===== src/rtl/modexp_serial_core.sv =====
// Bit-serial square-and-multiply modular exponentiator (cypher = message^exponent mod modulus)
// built on an interleaved (Blakley) modular multiplier that consumes one multiplier bit per clock.
module modexp_serial_core #(
  parameter int WIDTH = 64
) (
  input  logic             clk,
  input  logic             reset,
  input  logic             go,
  input  logic [WIDTH-1:0] message,
  input  logic [WIDTH-1:0] exponent,
  input  logic [WIDTH-1:0] modulus,
  output logic [WIDTH-1:0] cypher,
  output logic             done,
  output logic             busy
);
  localparam int IW = (WIDTH > 1) ? $clog2(WIDTH) : 1;

  // Handshake: go is a level request taken only in S_IDLE; done stays high
  // until go drops, and a new request needs go low for at least one cycle.
  typedef enum logic [2:0] {
    S_IDLE, S_LOAD, S_REDUCE, S_SQR, S_MUL, S_DONE
  } state_t;

  state_t state_q, state_d;
  logic [WIDTH-1:0] m_q, m_d, e_q, e_d, n_q, n_d;
  logic [WIDTH-1:0] r_q, r_d, b_q, b_d, p_q, p_d, a_q, a_d;
  logic [WIDTH-1:0] cypher_q, cypher_d;
  logic [IW-1:0]    cnt_q, cnt_d, i_q, i_d;
  logic             done_q, done_d, busy_q, busy_d;

  logic [WIDTH-1:0] x_op, p_next;
  logic [WIDTH:0]   n_ext, t1, t2;
  logic             last;

  // One Blakley step: P = 2P + a_k*X, folded back below N after each add.
  // X < N always holds, so one conditional subtract per add is enough.
  always_comb begin
    x_op = b_q;
    if (state_q == S_REDUCE) x_op = WIDTH'(1);
    else if (state_q == S_SQR) x_op = r_q;
    n_ext = {1'b0, n_q};
    t1 = {p_q, 1'b0};
    if (t1 >= n_ext) t1 = t1 - n_ext;
    t2 = t1 + (a_q[WIDTH-1] ? {1'b0, x_op} : '0);
    if (t2 >= n_ext) t2 = t2 - n_ext;
    p_next = t2[WIDTH-1:0];
    last = (cnt_q == IW'(WIDTH - 1));
  end

  always_comb begin
    state_d  = state_q;
    m_d      = m_q;
    e_d      = e_q;
    n_d      = n_q;
    r_d      = r_q;
    b_d      = b_q;
    p_d      = p_q;
    a_d      = a_q;
    cnt_d    = cnt_q;
    i_d      = i_q;
    cypher_d = cypher_q;
    done_d   = done_q;
    busy_d   = busy_q;
    case (state_q)
      S_IDLE: begin
        if (go) begin
          m_d     = message;
          e_d     = exponent;
          n_d     = modulus;
          busy_d  = 1'b1;
          state_d = S_LOAD;
        end
      end
      S_LOAD: begin
        cypher_d = '0;
        if (n_q < WIDTH'(2)) begin
          busy_d  = 1'b0;
          state_d = S_DONE;
        end else begin
          // Base is reduced as M*1 with M as the multiplier, so any M >= N works.
          r_d     = WIDTH'(1);
          i_d     = IW'(WIDTH - 1);
          a_d     = m_q;
          p_d     = '0;
          cnt_d   = '0;
          state_d = S_REDUCE;
        end
      end
      S_REDUCE, S_SQR, S_MUL: begin
        p_d   = p_next;
        a_d   = a_q << 1;
        cnt_d = cnt_q + IW'(1);
        if (last) begin
          p_d   = '0;
          cnt_d = '0;
          if (state_q == S_REDUCE) begin
            b_d     = p_next;
            a_d     = r_q;
            state_d = S_SQR;
          end else begin
            r_d = p_next;
            a_d = p_next;
            if (state_q == S_SQR && e_q[i_q]) begin
              state_d = S_MUL;
            end else if (i_q == '0) begin
              cypher_d = p_next;
              done_d   = 1'b1;
              busy_d   = 1'b0;
              state_d  = S_DONE;
            end else begin
              i_d     = i_q - IW'(1);
              state_d = S_SQR;
            end
          end
        end
      end
      S_DONE: begin
        // The N<2 shortcut arrives with done still low; raise it before honouring go.
        if (!done_q) begin
          done_d = 1'b1;
        end else if (!go) begin
          done_d  = 1'b0;
          state_d = S_IDLE;
        end
      end
      default: state_d = S_IDLE;
    endcase
  end

  always_ff @(posedge clk) begin
    if (reset) begin
      state_q  <= S_IDLE;
      m_q      <= '0;
      e_q      <= '0;
      n_q      <= '0;
      r_q      <= '0;
      b_q      <= '0;
      p_q      <= '0;
      a_q      <= '0;
      cnt_q    <= '0;
      i_q      <= '0;
      cypher_q <= '0;
      done_q   <= 1'b0;
      busy_q   <= 1'b0;
    end else begin
      state_q  <= state_d;
      m_q      <= m_d;
      e_q      <= e_d;
      n_q      <= n_d;
      r_q      <= r_d;
      b_q      <= b_d;
      p_q      <= p_d;
      a_q      <= a_d;
      cnt_q    <= cnt_d;
      i_q      <= i_d;
      cypher_q <= cypher_d;
      done_q   <= done_d;
      busy_q   <= busy_d;
    end
  end

  assign cypher = cypher_q;
  assign done   = done_q;
  assign busy   = busy_q;
endmodule

===== config.mk =====
export PLATFORM = sky130hd
export DESIGN_NAME = modexp_serial_core
export DESIGN_NICKNAME = d
export VERILOG_FILES = /design/src/rtl/modexp_serial_core.sv
export SDC_FILE = /design/constraint.sdc
export NUM_CORES = 2
export LEC_CHECK = 0
export CAP_MARGIN = 40
export CORE_MARGIN = 2
export CORE_UTILIZATION = 54
export CTS_CLUSTER_SIZE = 14
export DETAILED_ROUTE_END_ITERATION = 10
export PLACE_DENSITY = 0.78
export SYNTH_ARGS = -nofsm -noshare
export SYNTH_HDL_FRONTEND = slang
export SYNTH_SLANG_ARGS = --single-unit

===== constraint.sdc =====
create_clock -name clk -period 9.37 [get_ports clk]
set_input_delay 0.937 -clock clk [delete_from_list [all_inputs] [get_ports clk]]
set_output_delay 0.937 -clock clk [all_outputs]
set_load 0.01 [all_outputs]

==> reports/qor.txt <==
CTS Root Cell: clkbuf_16
Setup CP Type: flop to flop
Post-synth EDFFs: 0
Critical-path maximum fanout: 21
Nets: 5631
CP Launch Type: flop
Share of cells above drive strength 1: 16.5%
Rows: 91
Min-Delay Path Class: flop to flop
Fin Hold WS: 0.454 ns
Setup WS post-layout: 0.229 ns
DR iter-0 viols: 3814
CP endpoint kind: flop
Achievable frequency: 109 MHz
Reg-to-reg endpoint: a_q[53]
Main synth FF type: dfxtp_1
Initial antenna violation count: 4
Hold Path End: e_q[14]
Starting Density: 54.3%
Hold wc startpoint: e_q[14]
Final Max Tran Viols: 0
Clk_lat worst skew: 0.66 ns
Drt drc: 0
DP Wirelength: 102000 um
Clk slew on worst S/H paths: 0.06 ns
Required time of the critical path: 9.93 ns
Area leader, netlist: dfxtp_1
Worst R2R Path Depth: 36
Core area: 61400 um2
Hold Path Depth: 2
Slew margin rel.: 35.5%
Avg WL per Cell: 22.1 um
Largest cells by area after synthesis: dfxtp_1 32%, a21oi_1 11%, nand2_1 9.9%
Fill cells: 5100
Die height: 253 um
IO Count: 261
CTS tree: built
Count of cell types in the netlist: 82
CTS buffer count: 57
Pre-CTS setup slack: -0.468 ns
Clock buffer depth: 3
Final Hold Fails: 0
Final worst path period share: 97.6%
Avg Cell Area, Syn: 7.31 um2
Yosys warns: 0
Setup violators final: 0
Flop2flop setup slack: 0.23 ns
Mapped cell area: 33300 um2
DRT Pass-1 Iters: 9
Core Util, Final: 70.6%
Reg-to-reg startpoint: p_q[9]
Max-Cap Viols: 0
Most common cell in the netlist: nand2_1
Synthesized Nets: 4954
Routed WL: 134000 um
CP max-delay cell: a2111o_1
Routed Antenna Nets: 0
Crit-path max cell delay: 0.57 ns
# H-tree levels: 2
Final min period: 9.14 ns
Clock sink total: 529
Avg Vias per Cell: 6.07
Largest net degree at the start of global routing: 145
Mapped Cells: 4562
Vias: 36900
Gr usage total: 40.7%
Synth Register Bits: 529
Clock Skews: 0.0366 ns
Vias in the first global route: 34700
Worst path most repeated cell: buf_4
Status: finished clean
Post-CTS Hold Buffers: 0
Commonest cells post-synth: 880 x nand2_1, 702 x a21oi_1, 529 x dfxtp_1
First-pass GRT wire length: 200000 um
Post-Place Cells: 5961
Port Buffers: 260
Area share of the largest cell type after synthesis: 31.8%
Post-synthesis sequential area ratio: 31.8%
Finished Layout Cells: 6080
Post-synthesis async set-or-reset flop share: 0%
P&R area growth vs syn: 29.9%
Die footprint: 63800 um2
Grt ovf: 0
RD Place Congestion: 1.06
Chip width: 253 um
Measured slew at the worst slew-check pin: 0.968 ns
CP arrival: 9.70 ns
[area by class of cell]
type | count | area [um2] | share of cell area (%)
antenna | 3 | 7.51 | 0.0173
clock buffer | 76 | 1580 | 3.64
clock inverter | 31 | 424 | 0.979
inverter | 137 | 514 | 1.19
multi-input combinational | 3605 | 21500 | 49.6
sequential | 529 | 10600 | 24.4
tap | 790 | 988 | 2.28
timing repair buffer | 909 | 7720 | 17.8
[stage by stage]
step | TNS (ns) | instance area (um2)
2_1_floorplan | 0 | 33300
3_3_place_gp | -12.04 | 40800
3_5_place_dp | -80.95 | 40900
4_1_cts | 0 | 43000
5_1_grt | -0.203 | 43300
6_report | 0 | 43300
[worst max-delay path, delay by kind of cell (launching register included)]
kind | cells | cell delay (ns)
flops | 1 | 0.42
fa+ha+maj | 3 | 1.14
xor+xnor | 2 | 0.49
simple gates | 6 | 1.41
mux | 1 | 0.12
buf+inv | 7 | 1.22
compound gates | 17 | 4.25
[registers in the layout (all words and copies together), names as in the netlist, 6 cells and up]
signal and cells:
m_q 64, a_q 64, cnt_q 6, i_q 6
b_q 64, p_q 64, r_q 64, n_q 64
e_q 64, cypher 64
[worst max path at each step]
stage,from,end
2_1_floorplan,n_q[12],cypher[40]
3_3_place_gp,n_q[44],r_q[5]
3_5_place_dp,n_q[12],cypher[5]
4_1_cts,n_q[12],cypher[45]
5_1_grt,n_q[10],a_q[53]
6_report,p_q[9],a_q[53]
[cell usage in the layout (no fill, tap or decap), types with 80 or more instances in the layout]
cell and count:
a21oi_1 686, a21o_1 80, xnor2_1 118, ha_1 192
dfxtp_1 529, clkdlybuf4s50_1 259, buf_4 629, o21ai_0 314
inv_1 136, nand2_1 876, nor2_1 436
[cell families (layout without fill, tap and decap cells)]
group                      count (synthesis)  count (layout)  synth area share [%]
AOI/OAI and AO/OA                       1520            1520                  27.2
xor gates and xnor gates                 185             185                  4.88
adders and majority gates                197             197                  7.46
buffers and inverters                    428            1153                  4.89
DFF                                      529             529                  31.8
muxes                                     89              89                  3.57
other                                      0               3                     0
and+or+nand+nor                         1614            1614                  20.3
[layer usage]
metal,track usage (%),up-vias,wire [um]
li1,-,17400,-
met1,50.0,17300,52700
met2,65.9,1791,60400
met3,5.76,430,10500
met4,28.3,2,10700
met5,0,-,13
[repair_timing]
action | 4_1_cts | 5_1_grt
setup buffers | 2 | 6
gates resized for setup | 10 | 58
pin swaps | 6 | 18
endpoints found under the setup margin | 314 | 320
gates cloned | 1 | 0
Power is left out: the tool's default activity adds up to more than one toggle a clock period on the data nets, which glitch-free logic cannot reach.
